--- config.mk ---
export PLATFORM = sky130hd
export DESIGN_NAME = mem_arbiter
export DESIGN_NICKNAME = d
export VERILOG_FILES = /design/src/rtl/mem_arbiter.sv
export SDC_FILE = /design/constraint.sdc
export NUM_CORES = 1
export LEC_CHECK = 0
export CAP_MARGIN = 10
export CORE_AREA = 2 2 107 109
export CTS_CLUSTER_DIAMETER = 80
export CTS_CLUSTER_SIZE = 25
export DETAILED_ROUTE_END_ITERATION = 10
export DIE_AREA = 0 0 109 111
export MAX_ROUTING_LAYER = met4
export PLACE_DENSITY = 0.65
export SLEW_MARGIN = 10
export SYNTH_ARGS = -nofsm -noshare
export SYNTH_HDL_FRONTEND = slang
export SYNTH_SLANG_ARGS = --single-unit
--- constraint.sdc ---
create_clock -name clk -period 5.15 [get_ports clk]
set_input_delay 1.545 -clock clk [delete_from_list [all_inputs] [get_ports clk]]
set_output_delay 1.545 -clock clk [all_outputs]
set_load 0.1 [all_outputs]
--- src/rtl/mem_arbiter.sv ---
// mem_arbiter
// Shares a single-port, 1-cycle-latency, byte-masked memory between an
// instruction-fetch requester (port 0) and a load/store requester (port 1).
// At most one request is accepted per cycle. The memory side is driven
// combinationally from the granted port. The response is routed back to the
// owning port one cycle after acceptance.
//
// Parameters
//   ADDR_WIDTH : width of every address bus (passed through unchanged)
//   PRIO_MODE  : 0 = round-robin, 1 = fixed priority (port 1 always wins)
//
// Ports
//   clk, rst                    : clock, synchronous active-high reset
//   req_valid_i / req_ready_o   : per-port handshake (bit i = port i)
//   req_addr0_i/wmask0/wdata0   : port 0 request (wmask 0 = read)
//   req_addr1_i/wmask1/wdata1   : port 1 request (wmask 0 = read)
//   resp_valid_o                : per-port one-cycle response pulse
//   resp_rdata_o                : shared read data, qualified by resp_valid_o
//   mem_addr_o/rstrb/wmask/wdata: memory request side
//   mem_rdata_i                 : registered memory read data
module mem_arbiter #(
  parameter int ADDR_WIDTH = 32,
  parameter int PRIO_MODE  = 0
) (
  input  logic                  clk,
  input  logic                  rst,
  input  logic [1:0]            req_valid_i,
  output logic [1:0]            req_ready_o,
  input  logic [ADDR_WIDTH-1:0] req_addr0_i,
  input  logic [3:0]            req_wmask0_i,
  input  logic [31:0]           req_wdata0_i,
  input  logic [ADDR_WIDTH-1:0] req_addr1_i,
  input  logic [3:0]            req_wmask1_i,
  input  logic [31:0]           req_wdata1_i,
  output logic [1:0]            resp_valid_o,
  output logic [31:0]           resp_rdata_o,
  output logic [ADDR_WIDTH-1:0] mem_addr_o,
  output logic                  mem_rstrb_o,
  output logic [3:0]            mem_wmask_o,
  output logic [31:0]           mem_wdata_o,
  input  logic [31:0]           mem_rdata_i
);

  logic last_grant;   // index of the most recently granted port
  logic pend_valid;   // an access was accepted last cycle
  logic pend_port;    // owner of that access
  logic grant_valid;
  logic grant_idx;
  logic [3:0] grant_wmask;

  // Grant selection; no grant is ever issued while reset is held.
  always_comb begin
    grant_valid = 1'b0;
    grant_idx   = 1'b0;
    if (!rst) begin
      case (req_valid_i)
        2'b01: begin
          grant_valid = 1'b1;
          grant_idx   = 1'b0;
        end
        2'b10: begin
          grant_valid = 1'b1;
          grant_idx   = 1'b1;
        end
        2'b11: begin
          grant_valid = 1'b1;
          // Round-robin hands contention to the port that did not win last.
          grant_idx   = (PRIO_MODE != 0) ? 1'b1 : ~last_grant;
        end
        default: begin
          grant_valid = 1'b0;
          grant_idx   = 1'b0;
        end
      endcase
    end
  end

  // Handshake and memory-side drive from the granted port (port 0 when idle).
  always_comb begin
    req_ready_o = 2'b00;
    grant_wmask = 4'h0;
    if (grant_valid) begin
      req_ready_o = grant_idx ? 2'b10 : 2'b01;
      grant_wmask = grant_idx ? req_wmask1_i : req_wmask0_i;
    end
    mem_addr_o  = (grant_valid && grant_idx) ? req_addr1_i  : req_addr0_i;
    mem_wdata_o = (grant_valid && grant_idx) ? req_wdata1_i : req_wdata0_i;
    mem_wmask_o = grant_wmask;
    // Writes are acknowledged but never strobe a read.
    mem_rstrb_o = grant_valid && (grant_wmask == 4'h0);
  end

  // Ownership tracking for the in-flight access and round-robin history.
  always_ff @(posedge clk) begin
    if (rst) begin
      last_grant <= 1'b1;
      pend_valid <= 1'b0;
      pend_port  <= 1'b0;
    end else if (grant_valid) begin
      last_grant <= grant_idx;
      pend_valid <= 1'b1;
      pend_port  <= grant_idx;
    end else begin
      pend_valid <= 1'b0;
    end
  end

  // Response routing; an access in flight when reset arrives is dropped.
  always_comb begin
    resp_valid_o = 2'b00;
    if (!rst && pend_valid) begin
      resp_valid_o = pend_port ? 2'b10 : 2'b01;
    end
    resp_rdata_o = mem_rdata_i;
  end

endmodule

==> impl_metrics.py <==
metrics = {
    "logic_synthesis": {
        "yosys_most_used_dff": "dfxtp_1",
        "synthArstFlopShare": 0,
        "synth_area_leaders": "mux2_4 (48%), buf_4 (16%), mux2_2 (11%)",
        "synth_commonest_cells": "mux2_4 (49), buf_4 (33), mux2_2 (15)",
        "synth.most_common_cell": "mux2_4",
        "ys_types": 22,
        "synth_edf_count": 0,
        "synth_seq_cells": 3,
        "yosysWarnings": 0,
        "synth_top_area_frac": 0.4816,
        "synthCells": 136,
        "synth_area_um2": 1528,
        "syn_area_per_cell_um2": 11.23,
        "synth_nets": 308,
        "ys_seq_area_frac": 0.03931,
        "yosysTopAreaCell": "mux2_4",
    },
    "sta": {
        "hold_viol_final": 0,
        "skew_ns": 0.001378,
        "fin_crit_sh": 0.9682,
        "finalSetupViolCount": 0,
        "rsz0062_at_grt": "no",
        "setup_tns_ns": 0,
        "fmax_ghz": 0.2006,
        "maxSlewHeadroom": 0.7552,
        "drv_slew": 0,
        "worst_pin_slew_ns": 0.3664,
        "post-route-min-period_ns": 4.986,
    },
    "power_and_ir_drop": {
        "p_sw_mw": 0.4369,
        "p_comb_frac": 0.831,
        "p_leak_nw": 1.802,
        "intPower_mw": 0.4500,
        "power_frac_seq": 0.030,
        "switching_share": 0.4926,
        "p_clk_frac": 0.139,
        "power.density_nw_per_um2": 202.3,
        "vdd_drop_max_uv": 101.9,
    },
    "grt": {
        "grt_pass1_wl_um": 9860,
        "overflow": 0,
        "track_usage": 0.1066,
        "grt_max_degree": 41,
        "antenna_found_initial": 0,
        "first_global_vias": 1832,
    },
    "detailed_routing": {
        "vias": 1757,
        "wirelength_um": 6948,
        "detail-route-antenna-nets": 0,
        "avgRoutedWirePerCell_um": 15.14,
        "first_pass_iters": 4,
        "drt_iter0_markers": 39,
        "drc": 0,
        "viasPerCell": 3.828,
    },
    "floorplan": {
        "die_h_um": 111,
        "rows": 39,
        "dieArea_um2": 12100,
        "start_util": 0.1379,
        "fp.dieW_um": 109,
        "ioPinCount": 277,
        "core_um2": 11080,
    },
    "critical_path": {
        "reg2reg_depth": 2,
        "critPathRequiredTime_ns": 3.61,
        "crit_type": "in2out",
        "crit_path_end_kind": "output pin",
        "worstPathMaxFanout": 40,
        "crit_path_start_kind": "input port",
        "cp.arrival_ns": 3.44,
    },
    "place": {
        "dp.final_hpwl_um": 6256,
        "portBuffers": 212,
        "dp_cells": 455,
        "place_area_um2": 4305,
        "routabilityCongestion": 0.7601,
    },
    "cells_and_area": {
        "stdcell_area_um2": 4384,
        "diodes": 0,
        "drive_gt1_frac": 0.4778,
        "fillers": 1055,
        "finalNetCount": 489,
        "layoutNonFillerInstCount": 459,
        "area_growth_pct": 187.0,
    },
    "worst_hold_path": {
        "hold_class": "reg2reg",
        "worst_hold_path.num_cells": 2,
    },
    "clock_network": {
        "clk_path_buf_depth": 2,
        "cts_root_buf": "clkbuf_16",
        "cts_tree": "done",
        "cts.sinks": 3,
        "cts_setup_buffers": 0,
        "cts_buffers": 3,
        "clkTransAtPathRegs_ns": 0.03,
        "cts-resized-gates": 0,
        "htreeDepth": 1,
        "clk_latency_ns": 0.22,
        "ctsHoldBuffers": 0,
    },
    "flow_run": {
        "cap_violations": 0,
    },
    "status": {
        "status": "completed",
    },
}
## power groups by stage
stage / Sequential (mW) / Clock, mW / Combinational [mW]
after floorplan: 0.0265 / 0 / 0.549
after global placement: 0.0268 / 0 / 0.738
after detailed placement: 0.0268 / 0 / 0.742
after CTS: 0.0265 / 0.125 / 0.743
after global routing: 0.0267 / 0.129 / 0.758
final: 0.0266 / 0.123 / 0.737
## metrics by stage
stage / hold slack [ns] / setup WS [ns] / util / power (mW)
after CTS: 0.5686 / 0.1624 / 0.3958 / 0.8946
final: 0.5764 / 0.1638 / 0.3958 / 0.8869
after detailed placement: 0.5552 / 0.1690 / 0.3887 / 0.7691
after global placement: 0.5443 / 0.1915 / 0.3887 / 0.7646
after global routing: 0.6149 / 0.1194 / 0.3958 / 0.9139
after floorplan: 0.5157 / 0.2435 / - / 0.5758
## worst paths after layout
path / startpoint / end / slack (ns)
worst max-delay path: req_valid_i[1] / mem_wdata_o[8] / 0.16
worst min-delay path: last_grant / last_grant / 0.58
worst max register to register: last_grant / pend_port / 4.33
worst min register to register: last_grant / last_grant / 0.58
## layer usage
layer / global-route usage / up-vias / wire length [µm]
met2: 0.1843 / 174 / 3307
met1: 0.1067 / 767 / 2325
met5: - / - / 0
met3: 0.06232 / 0 / 1315
li1: - / 816 / -
met4: 0.01026 / 0 / 0
## worst max-delay path: stages
cell and delay (ns):
clkdlybuf4s50_1 0.57, a21bo_4 0.29, nor2_4 0.15, buf_12 0.30, mux2_4 0.37, buf_12 0.17
## cells in the final DEF (no fill, tap or decap), drive strengths merged
cell / count
a21bo: 1
a21boi: 1
a21oi: 2
a32oi: 3
and3b: 1
buf: 77
clkbuf: 4
clkdlybuf4s50: 139
dfxtp: 3
inv: 1
mux2: 64
nand2: 1
nand2b: 5
nor2: 7
nor2b: 1
nor3: 1
nor3b: 1
nor4b: 1
o21ai: 1
o32ai: 2
## kinds of logic (layout without fill, tap and decap cells)
group / count (synthesis) / after routing / synth area share
AO/OA/AOI/OAI: 10 / 10 / 0.05406
buffers and inverters: 41 / 221 / 0.2457
flip-flops: 3 / 3 / 0.03931
AND/OR/NAND/NOR: 18 / 18 / 0.06880
multiplexers: 64 / 64 / 0.5921
## registers in the layout, summed over array words and instances, names as in the netlist
register    count
pend_port       1
last_grant      1
pend_valid      1
## cell type report
class,count,area [µm²],area share
repair buffers,216,2908,0.6632
flip-flops and latches,3,60.06,0.01370
well taps,143,178.9,0.04081
inverters,1,3.754,0.0008562
clock buffers,4,78.83,0.01798
multi-input cells,92,1155,0.2634
Note: power is estimated with default switching activity, not from simulation.
